File: config.mk
export PLATFORM = sky130hd
export DESIGN_NAME = fir4_avg_sink
export DESIGN_NICKNAME = d
export VERILOG_FILES = /design/src/rtl/fir4_avg_sink.sv
export SDC_FILE = /design/constraint.sdc
export NUM_CORES = 1
export LEC_CHECK = 0
export BUFFER_PORTS_ARGS = -buffer_cell sky130_fd_sc_hd__buf_2
export CAP_MARGIN = 20
export CORE_MARGIN = 4
export CORE_UTILIZATION = 55
export DETAILED_ROUTE_END_ITERATION = 8
export PLACE_DENSITY_LB_ADDON = 0.2
export SYNTH_ARGS = -nofsm -noshare
export SYNTH_HDL_FRONTEND = slang
export SYNTH_SLANG_ARGS = --single-unit
File: constraint.sdc
create_clock -name clk -period 5.15 [get_ports clk]
set_input_delay 1.03 -clock clk [delete_from_list [all_inputs] [get_ports clk]]
set_output_delay 1.03 -clock clk [all_outputs]
set_load 0.02 [all_outputs]
File: src/rtl/fir4_avg_sink.sv
// Output stage of the 4-tap averaging FIR: rounds the tap sum to a W-bit average,
// discards warm-up windows and queues results in a show-ahead FIFO.
module fir4_avg_sink #(
    parameter int W      = 16,
    parameter int DEPTH  = 8,
    parameter int WARMUP = 4
) (
    input  logic                       clk,
    input  logic                       reset,
    input  logic                       in_valid,
    input  logic [W+1:0]               in_sum,
    output logic                       out_valid,
    input  logic                       out_ready,
    output logic [W-1:0]               out_data,
    output logic [$clog2(DEPTH):0]     level,
    output logic                       primed,
    output logic                       overflow,
    output logic [7:0]                 drop_count,
    input  logic                       clear_ovf
);

    localparam int AW = $clog2(DEPTH);
    localparam int LW = AW + 1;
    localparam int CW = $clog2(WARMUP + 1);

    // (sum + 2) >>> 2 at W+3 bits; the range of a 4-tap sum keeps the result in W bits.
    function automatic logic [W-1:0] round_avg(input logic [W+1:0] sum);
        logic signed [W+2:0] ext;
        logic signed [W+2:0] shifted;
        ext     = $signed({sum[W+1], sum}) + $signed({{(W+1){1'b0}}, 2'b10});
        shifted = ext >>> 2;
        return shifted[W-1:0];
    endfunction

    logic [W-1:0]  mem_r [DEPTH];
    logic [AW-1:0] wr_ptr_r;
    logic [AW-1:0] rd_ptr_r;
    logic [LW-1:0] count_r;
    logic          out_valid_r;
    logic [W-1:0]  out_data_r;
    logic          primed_r;
    logic [CW-1:0] warm_cnt_r;
    logic          overflow_r;
    logic [7:0]    drop_count_r;

    logic          rd_fire_s;
    logic          full_s;
    logic          accept_s;
    logic          wr_en_s;
    logic          drop_s;
    logic [W-1:0]  avg_s;
    logic [LW-1:0] count_nxt_s;
    logic [AW-1:0] rd_ptr_nxt_s;
    logic [W-1:0]  head_nxt_s;

    // Handshake decode, next occupancy and the head value visible after this edge.
    always_comb begin
        rd_fire_s    = out_valid_r & out_ready;
        full_s       = (count_r == LW'(DEPTH));
        accept_s     = in_valid & primed_r;
        wr_en_s      = accept_s & (~full_s | rd_fire_s);
        drop_s       = accept_s & full_s & ~rd_fire_s;
        avg_s        = round_avg(in_sum);
        count_nxt_s  = count_r;
        rd_ptr_nxt_s = rd_ptr_r;
        head_nxt_s   = {W{1'b0}};
        case ({wr_en_s, rd_fire_s})
            2'b10:   count_nxt_s = count_r + {{(LW-1){1'b0}}, 1'b1};
            2'b01:   count_nxt_s = count_r - {{(LW-1){1'b0}}, 1'b1};
            default: count_nxt_s = count_r;
        endcase
        if (rd_fire_s) begin
            rd_ptr_nxt_s = rd_ptr_r + {{(AW-1){1'b0}}, 1'b1};
        end else begin
            rd_ptr_nxt_s = rd_ptr_r;
        end
        // The slot being written this edge is not in mem_r yet, so forward it.
        if (count_nxt_s == {LW{1'b0}}) begin
            head_nxt_s = {W{1'b0}};
        end else if (wr_en_s && (wr_ptr_r == rd_ptr_nxt_s)) begin
            head_nxt_s = avg_s;
        end else begin
            head_nxt_s = mem_r[rd_ptr_nxt_s];
        end
    end

    // FIFO storage; contents need no reset because the head output is gated by occupancy.
    always_ff @(posedge clk) begin
        if (wr_en_s && !reset) begin
            mem_r[wr_ptr_r] <= avg_s;
        end
    end

    // Pointers, occupancy and registered show-ahead head.
    always_ff @(posedge clk) begin
        if (reset) begin
            wr_ptr_r    <= {AW{1'b0}};
            rd_ptr_r    <= {AW{1'b0}};
            count_r     <= {LW{1'b0}};
            out_valid_r <= 1'b0;
            out_data_r  <= {W{1'b0}};
        end else begin
            if (wr_en_s) begin
                wr_ptr_r <= wr_ptr_r + {{(AW-1){1'b0}}, 1'b1};
            end
            rd_ptr_r    <= rd_ptr_nxt_s;
            count_r     <= count_nxt_s;
            out_valid_r <= (count_nxt_s != {LW{1'b0}});
            out_data_r  <= head_nxt_s;
        end
    end

    // Warm-up: the WARMUP-th accepted sample sets primed on its own edge and is still discarded.
    always_ff @(posedge clk) begin
        if (reset) begin
            warm_cnt_r <= {CW{1'b0}};
            primed_r   <= 1'b0;
        end else if (in_valid && !primed_r) begin
            warm_cnt_r <= warm_cnt_r + {{(CW-1){1'b0}}, 1'b1};
            if (warm_cnt_r == CW'(WARMUP - 1)) begin
                primed_r <= 1'b1;
            end
        end
    end

    // Sticky overflow and saturating drop counter; a drop on the clearing edge counts as 1.
    always_ff @(posedge clk) begin
        if (reset) begin
            overflow_r   <= 1'b0;
            drop_count_r <= 8'd0;
        end else if (drop_s) begin
            overflow_r <= 1'b1;
            if (clear_ovf) begin
                drop_count_r <= 8'd1;
            end else if (drop_count_r != 8'd255) begin
                drop_count_r <= drop_count_r + 8'd1;
            end
        end else if (clear_ovf) begin
            overflow_r   <= 1'b0;
            drop_count_r <= 8'd0;
        end
    end

    assign out_valid  = out_valid_r;
    assign out_data   = out_data_r;
    assign level      = count_r;
    assign primed     = primed_r;
    assign overflow   = overflow_r;
    assign drop_count = drop_count_r;

endmodule
; ---- Word-level counts from Yosys, hierarchy flattened
; Memory sizes are Yosys's and may differ from the RTL's. A register that Yosys moved wholly into a read port is not among the register bits.
; Index checks and enable logic that the tools add are counted.
[totals]
memories = 1
ramBits = 128
elab_cells = 50
out_inout_bits = 31
ff_bits = 24
[memory_table]
columns = memory, words, word_bits, rd, rd_clocked_by_memory_dff, wr, line_no
row1 = mem_r, 8, 16, 1, 1, 1, 35  ; logic [W-1:0] mem_r [DEPTH];
[classes]
reduce_logical = 11
eq_ne = 5
bitwise_logic = 8
n_addsub = 7
muxes = 10
[op_table]
columns = cell, n
row1 = 8-bit 2-to-1 mux, 4
row2 = "18-bit by 3-bit adder with 18-bit output, second input constant", 1
row3 = "3-bit by 1-bit adder with 3-bit output, second input constant", 3
row4 = "8-bit by 1-bit adder with 8-bit output, second input constant", 1
row5 = "8-bit != test, second input constant", 1
row6 = 4-bit one-hot mux with 2 select lines, 1
row7 = 1-bit AND, 5
row8 = "4-bit by 1-bit adder with 4-bit output, second input constant", 1
row9 = "4-bit == test, second input constant", 1
row10 = 4-bit logical NOT, 1
row11 = 1-bit 2-to-1 mux, 4
row12 = 2-bit AND reduction, 2
row13 = 2-bit nonzero test, 2
row14 = 4-bit nonzero test, 1
row15 = "4-bit by 1-bit subtractor with 4-bit output, second input constant", 1
row16 = "3-bit by 2-bit == test with 1-bit output, second input constant", 1
row17 = 3-bit 2-to-1 mux, 1
row18 = "2-bit by 1-bit == test with 1-bit output, second input constant", 1
row19 = "2-bit == test, second input constant", 1
row20 = 1-bit logical AND, 2
row21 = 1-bit logical NOT, 2
row22 = 1-bit NOT, 2
row23 = 2-bit OR reduction, 1
row24 = 1-bit OR, 1

; ---- Depth between registers and ports, before layout
; Gate-level depths: netlist (run 1).
[logic_depth]
word_depth = 8
mapped_depth = 11
ltp_nobuf = 9

; ---- Worst setup path before layout (run 1)
; No wires, ideal clock.
[synth_path]
path_kind = input to register
startpoint = input out_ready
endpoint = memory mem_r[0][0], enable pin
setup_ns = 0.409
arrival_ns = 3.014
required_time_ns = 4.741
setup_slack_ns = 1.727
stages = 5
path_buffers = 1
path_cell_list = and2_1 -> buf_6 -> o21ai_1 -> or3_1 -> nor3_1
[synth_via]
elab_chain_cells = 6
[synth_lines]
columns = item, line_no
row1 = "start, declared", 13  ; input logic out_ready,
row2 = 1-bit AND, 58  ; rd_fire_s = out_valid_r & out_ready;
row3 = 1-bit OR, 61  ; wr_en_s = accept_s & (~full_s | rd_fire_s);
row4 = 1-bit AND, 61
row5 = 1-bit logical AND, 89  ; if (wr_en_s && !reset) begin
row6 = 1-bit 2-to-1 mux, 89
row7 = 1-bit 2-to-1 mux (not written as such), 90  ; mem_r[wr_ptr_r] <= avg_s;
row8 = "end, declared", 35
; Every way passes these cells.

; ---- Worst setup path in the final report (run 1)
[layout_path]
startpoint = input out_ready
endpoint = register out_data_r[5], in the netlist out_data[5] (read register of mem_r)
[layout_via]
elab_chain_cells = 7
[layout_lines]
columns = item, line_no
row1 = 1-bit AND *, 58
row2 = 1-bit OR, 61
row3 = 1-bit AND, 61
row4 = 2-bit by 1-bit == test with 1-bit output / 2-bit == test (equally long branches), 67  ; case ({wr_en_s, rd_fire_s})
row5 = 4-bit one-hot mux with 2 select lines, 67
row6 = 4-bit logical NOT, 78  ; if (count_nxt_s == {LW{1'b0}}) begin
row7 = 2-bit OR reduction (no line), --
row8 = "end, declared", 40  ; logic [W-1:0] out_data_r;
; Every way passes the cells marked *; elsewhere a longest branch is shown, timed or not.
; A chain may end at the register's enable or synchronous reset.

==> summary.txt, run 1 <==
=====================================================================================
Result of the run ...................................................... finished, final reports clean
Via count normalized by instance count .................................         5.72
Final count of negative-setup-slack endpoints ..........................            0
Worst skew pair latency ................................................      0.42 ns
Setup Buffers After CTS ................................................            0
Transition time of the tightest slew-check pin .........................     0.756 ns
Via count ..............................................................         4096
Combined global-route utilization of all metal layers ..................        20.2%
Count of flip-flops with a built-in enable after synthesis .............          128
Worst Hold Margin ......................................................     0.483 ns
Routed wirelength normalized by instance count .........................      19.4 um
Most frequent standard cell in the layout excluding fill and tap cells . sky130_fd_sc_hd__edfxtp_1
Total count of max-transition violations in the final report ...........            0
Cell types with the largest area share after synthesis ................. sky130_fd_sc_hd__edfxtp_1 54%, sky130_fd_sc_hd__dfxtp_1 11%, sky130_fd_sc_hd__mux4_2 7.0%
Initial antenna violation count ........................................            0
Area of the die ........................................................   0.0148 mm2
Sort of element at the end of the critical path ........................         flop
Vias in the first global route .........................................         4170
Violation count after the first detailed-routing iteration .............          311
Detailed Routing Iterations Pass 1 .....................................            4
I/O pins ...............................................................           54
Number of nets in the synthesized netlist ..............................          498
Drt drc ................................................................            0
Post-synth cell types ..................................................           49
Post-layout min period .................................................      3.07 ns
Clk sink count .........................................................          168
Count of mapped cells out of synthesis .................................          468
Sequential cell area in the final layout ...............................  0.00464 mm2
Area share of the largest cell type after synthesis ....................        54.0%
Number of fillers in the final layout ..................................          926
PD cells ...............................................................   414 mW/mm2
First-pass GRT wire length .............................................      22.1 mm
Period utilisation layout ..............................................        59.7%
Sequential element share of the synthesized area .......................        65.2%
Inserted Clock Buffers .................................................           17
Port bufs ..............................................................           52
Crit Path Category .....................................................       in2reg
Mapped cell area .......................................................  0.00712 mm2
Setup total negative slack .............................................         0 ns
Util after Layout ......................................................        64.8%
Total area of multi-input combinational cells ..........................  0.00238 mm2
Setup Skew .............................................................   0.00767 ns
Most frequent cells in the layout ...................................... 128 x sky130_fd_sc_hd__edfxtp_1, 52 x sky130_fd_sc_hd__buf_2, 40 x sky130_fd_sc_hd__nor2_1, 40 x sky130_fd_sc_hd__mux2i_1, 40 x sky130_fd_sc_hd__dfxtp_1
Post-cts repair resize count ...........................................            0
Fmax achieved ..........................................................      326 MHz
Die X ..................................................................       122 um
Area grow syn2layout ...................................................        15.4%
Leakage component of the power .........................................   0.00325 uW
Startpoint type of the worst setup path ................................    input pin
Share of flip-flops with an asynchronous set or reset ..................           0%
Floorplan row count ....................................................           41
Final Worst Setup Slack ................................................      2.08 ns
DP Worst Slack .........................................................      1.62 ns
HPWL after detailed placement ..........................................      8.56 mm
Congestion Overflow GR .................................................            0
Final antenna-violating net count ......................................            0
Number of antenna diodes ...............................................            0
Buffer levels on the longest clock path ................................            2
Floorplan core area ....................................................   0.0127 mm2
Pin count of the biggest net entering global routing ...................           39
Maximum fanout encountered on the critical timing path .................           17
Layout cells sized above 1 .............................................        25.0%
Clock root buffer master ............................................... sky130_fd_sc_hd__clkbuf_16
Synth warnings .........................................................            0
CTS hold repair buffers ................................................            0
Post-synth top flop .................................................... sky130_fd_sc_hd__edfxtp_1
Arrival time of data at the critical path endpoint .....................      3.38 ns
Top cell type by total area after synthesis ............................ sky130_fd_sc_hd__edfxtp_1
IR Drop Worst-Case VDD .................................................       355 uV
FF+latch count, synth ..................................................          168
Setup repair after global routing missed its margin ....................           no
Critical path data required time .......................................      5.46 ns
Number of levels the H-tree was split into .............................            4
TritonCTS clock tree ...................................................        built
Worst slew slack as a fraction of its limit ............................        49.1%
Final Routed Wirelength ................................................      13.9 mm
Effective utilization at floorplan .....................................        56.2%
Mean area per synthesized cell .........................................     15.2 um2
Vert. Die Dim ..........................................................       122 um
Worst Hold Class .......................................................      reg2reg
Number of hold violations in the final report ..........................            0
Final RePlAce weighted congestion ......................................        0.823
Clock-pin slew on the worst setup and hold paths .......................      0.06 ns
Total of max-cap violations ............................................            0
Final-stage net count ..................................................          561
=====================================================================================
## routing by layer
metal / global-route usage [%] / part of all wire, % / wire (um)
met1: 25.7 / 40 / 5550
met2: 33.7 / 51 / 7020
met3: 4.74 / 7.6 / 1060
met4: 7.84 / 1.8 / 253
met5: 0 / 0 / 0
## area by class of cell
type	instances	share of cell area [%]
Inverter	4	0.183
Clock inverter	10	1.45
Multi-Input combinational cell	274	29.0
Clock buffer	22	5.77
Timing Repair Buffer	66	4.45
Tap cell	172	2.62
Sequential cell	168	56.6
## flip-flops by register name, summed over array words and instances, names as in the netlist
register and cells:
out_data 16, mem_r 128, primed 1, level 4, drop_count 8, warm_cnt_r 3
wr_ptr_r 3, overflow 1, out_valid 1, rd_ptr_r 3
## worst paths after layout
kind | slack (ns) | cells after the start | to | from
min reg2reg | 0.48 | 2 | overflow | overflow
min | 0.48 | 2 | overflow | overflow
max reg2reg | 2.24 | 7 | out_data[7] | rd_ptr_r[0]
max | 2.08 | 11 | out_data[5] | out_ready
## stage by stage
stage                     instances  power (uW)  instance area (um2)
final                           716        3400                 8210
after global routing            716        3550                 8210
after floorplan                 468        2020                 7120
after detailed placement        684        2180                 7620
after global placement          684        2170                 7620
after CTS                       716        3430                 8210
## logic make-up after synthesis
family	Yosys count	synth area share (%)
DFF	168	65.2
adders and majority gates	7	1.23
buffers and inverters	26	1.90
muxes	70	14.0
and+or+nand+nor	120	8.38
AOI/OAI and AO/OA	44	5.17
xor gates and xnor gates	33	4.06
## synth_stat cells, drive strengths merged, types with 5 or more instances
| master | number |
|---|---|
| a21oi | 5 |
| a222oi | 7 |
| and3 | 6 |
| buf | 14 |
| clkbuf | 8 |
| dfxtp | 40 |
| edfxtp | 128 |
| ha | 7 |
| mux2 | 7 |
| mux2i | 41 |
| mux4 | 22 |
| nand2 | 25 |
| nand2b | 6 |
| nand3 | 13 |
| nor2 | 41 |
| nor3 | 5 |
| o211a | 13 |
| xnor2 | 17 |
| xor2 | 16 |
## critical path: stages
cell                       delay [ns]
sky130_fd_sc_hd__buf_2           0.13
sky130_fd_sc_hd__and2_1          0.45
sky130_fd_sc_hd__nand2_1         0.21
sky130_fd_sc_hd__xnor2_1         0.17
sky130_fd_sc_hd__ha_1            0.32
sky130_fd_sc_hd__inv_1           0.05
sky130_fd_sc_hd__a21oi_1         0.13
sky130_fd_sc_hd__o21ai_0         0.11
sky130_fd_sc_hd__a41oi_2         0.19
sky130_fd_sc_hd__buf_4           0.28
sky130_fd_sc_hd__a21boi_0        0.31
## where the power goes
part | leakage, uW | switching (uW) | internal, uW
Sequential | 0.00148 | 41.4 | 1520
Clock | 0.000290 | 499 | 755
Combinational | 0.00148 | 324 | 265
Total | 0.00325 | 864 | 2540
(Power assumes the default switching activity.)
==> run 2: changes to the inputs <==
- CORE_UTILIZATION: 55 -> 54
- clock period: 5.15 -> 2.6 ns (I/O delays scaled with it)
==> summary.txt, run 2 (synthesis gave the netlist of run 1 again) <==
=====================================================================================
Number of antenna diodes ...............................................            0   unchanged
Number of hold violations in the final report ..........................            0   unchanged
Share of power burned in registers .....................................        47.1%   +1.3 points
Origin of the worst setup path .........................................    out_valid
Util after Layout ......................................................        65.5%   +0.64 points
Buffers & Inverters on Critical Path ...................................            2   -1
Cell class contributing the biggest share of worst-path delay .......... compound AO/OA/AOI/OAI gates
Port bufs ..............................................................           52   unchanged
Floorplan row count ....................................................           41   unchanged
Series of cell instances along the critical path ....................... and2_1 > nand2_1 > xnor2_1 > ha_1 > inv_1 > a21oi_1 > o21ai_0 > a41oi_2 > buf_4 > a21boi_0
Total count of max-transition violations in the final report ...........            0   unchanged
Worst skew pair latency ................................................      0.42 ns   about the same
Area of the die ........................................................   0.0151 mm2   +1.7%
Startpoint type of the worst setup path ................................         flop
Proportion of power drawn by combinational gates .......................        19.4%   +2.1 points
Cell Int Power .........................................................      4790 uW   +89%
Switching component of the power .......................................      1720 uW   +99%
Clk sink count .........................................................          168   unchanged
Effective utilization at floorplan .....................................        55.7%   -0.45 points
I/O pins ...............................................................           54   unchanged
Reg2Reg Setup Slack ....................................................      0.27 ns   -1.97 ns
Area of placed instances ...............................................  0.00785 mm2   +3.0%
Total of max-cap violations ............................................            0   unchanged
Combined global-route utilization of all metal layers ..................        20.8%   +0.63 points
CTS hold repair buffers ................................................            0   unchanged
Congestion Overflow GR .................................................            0   unchanged
Pin count of the biggest net entering global routing ...................           25   -36%
Leakage component of the power .........................................   0.00333 uW   +2.4%
Period utilisation layout ..............................................        89.7%
Vias in the first global route .........................................         4249   +1.9%
Via count normalized by instance count .................................         5.72   about the same
Post-layout min period .................................................      2.33 ns
Sort of element at the end of the critical path ........................         flop
CP max stage cell ...................................................... sky130_fd_sc_hd__dfxtp_1
Final count of negative-setup-slack endpoints ..........................            0   unchanged
Final RePlAce weighted congestion ......................................        0.778   -5.4%
Number of levels the H-tree was split into .............................            4   unchanged
Violation count after the first detailed-routing iteration .............          205   -34%
Routed wirelength normalized by instance count .........................      19.6 um   +1.2%
Clock root buffer master ............................................... sky130_fd_sc_hd__clkbuf_16
HPWL after detailed placement ..........................................      9.50 mm   +11%
Fmax achieved ..........................................................      429 MHz
Layout cells sized above 1 .............................................        27.0%   +2.0 points
Result of the run ...................................................... finished, final reports clean
Inserted Clock Buffers .................................................           17   unchanged
Critical path data required time .......................................      2.94 ns   -2.52 ns
Post-cts repair resize count ...........................................            0   unchanged
Timing endpoint of the critical path ...................................  out_data[5]
Setup Skew .............................................................   0.00634 ns   -0.00133 ns
Placed Cells incl. Taps ................................................          704   +2.9%
First-pass GRT wire length .............................................      23.0 mm   +3.9%
Delay contributed by the slowest stage of the critical path ............      0.41 ns   -0.04 ns
Setup Buffers After CTS ................................................            0   unchanged
Worst slew slack as a fraction of its limit ............................        48.3%   -0.84 points
Crit Reg-Reg Endpoint ..................................................  out_data[5]
Maximum fanout encountered on the critical timing path .................            9   -8
Transition time of the tightest slew-check pin .........................     0.770 ns   +0.0141 ns
Non-filler instance count after layout .................................          736   +2.8%
Die X ..................................................................       123 um   +0.86%
Final Instance Area ....................................................  0.00836 mm2   +1.8%
Clock-pin slew on the worst setup and hold paths .......................      0.06 ns   about the same
Most frequent cells in the layout ...................................... 128 x sky130_fd_sc_hd__edfxtp_1, 52 x sky130_fd_sc_hd__buf_2, 40 x sky130_fd_sc_hd__nor2_1, 40 x sky130_fd_sc_hd__mux2i_1, 40 x sky130_fd_sc_hd__dfxtp_1
Vert. Die Dim ..........................................................       123 um   +0.86%
Arrival time of data at the critical path endpoint .....................      2.67 ns   -0.71 ns
Setup repair after global routing missed its margin ....................           no
Worst Hold Class .......................................................       in2reg
Share of total power consumed by net switching .........................        26.5%   +1.1 points
Final-stage net count ..................................................          581   +3.6%
Number of flip-flops under the largest register name ...................          128   unchanged
Initial antenna violation count ........................................            0   unchanged
Final antenna-violating net count ......................................            0   unchanged
Buffer levels on the longest clock path ................................            2   unchanged
TritonCTS clock tree ...................................................        built
Register with the highest flop count ...................................        mem_r
Drt drc ................................................................            0   unchanged
Clock share of power ...................................................        33.5%   -3.4 points
R2r startpoint .........................................................    out_valid
Most frequent standard cell in the layout excluding fill and tap cells . sky130_fd_sc_hd__edfxtp_1
R2r worst-path depth ...................................................           10   +3
Via count ..............................................................         4213   +2.9%
Crit Path Category .....................................................      reg2reg
Setup total negative slack .............................................         0 ns   unchanged
Area grow syn2layout ...................................................        17.5%
Detailed Routing Iterations Pass 1 .....................................            4   unchanged
Floorplan core area ....................................................   0.0128 mm2   +0.81%
IR Drop Worst-Case VDD .................................................       585 uV   +65%
Number of gates on the worst path with buffers counted .................           10   -1
PD cells ...............................................................   779 mW/mm2   +88%
Final Routed Wirelength ................................................      14.4 mm   +4.1%
=====================================================================================
==> run 2: changes by cell type in the layout (fill, tap and decap cells not counted), sizes merged <==
cell      change
clkbuf        -3
buf          +20
bufinv        -2
inv           -1
clkinvlp      +1
clkinv        +5
==> run 2: per-layer routing <==
layer,track usage [%],vias up,wire length [um]
met5,0,-,0
met4,7.56,0,269
met3,4.10,22,592
met2,35.8,99,7500
met1,26.2,2121,6080
li1,-,1971,-
==> run 2: worst reg2reg max path, delay by kind of cell (launching register included) <==
kind / cells / cell delay [ns]
buffers and inverters: 2 / 0.30
adders and majority gates: 1 / 0.32
and+or+nand+nor: 2 / 0.41
xor gates and xnor gates: 1 / 0.15
DFF: 1 / 0.41
AOI/OAI and AO/OA: 4 / 0.66
==> run 2: layout make-up <==
class | count | area [um2]
sequential | 168 | 4640
fill | 914 | 4410
multi-input combinational | 274 | 2380
timing repair buffer | 86 | 591
clock buffer | 19 | 433
tap | 172 | 215
clock inverter | 13 | 82.6
inverter | 4 | 15.0
==> run 2: power groups by stage <==
stage	Combinational (uW)	Sequential, uW	Clock (uW)
after floorplan	764	3240	0
after global placement	1250	3120	0
after detailed placement	1270	3130	0
after CTS	1280	3070	2240
after global routing	1370	3080	2340
final	1260	3070	2180
==> run 2: stage by stage <==
stage	setup WS, ns	hold slack, ns	power, uW
final	0.269	0.331	6520
after global routing	0.0308	0.349	6800
after CTS	0.262	0.310	6590
after detailed placement	0.0680	0.462	4390
after global placement	0.0974	0.458	4370
after floorplan	0.0201	0.465	4010
==> run 2: worst min path at each step <==
| stage | end | startpoint | cells after the start |
|---|---|---|---|
| floorplan | warm_cnt_r[1] | warm_cnt_r[1] | 2 |
| global placement | overflow | overflow | 2 |
| detailed placement | overflow | overflow | 2 |
| CTS | drop_count[0] | clear_ovf | 2 |
| global route | drop_count[0] | clear_ovf | 2 |
| finish | drop_count[0] | clear_ovf | 2 |
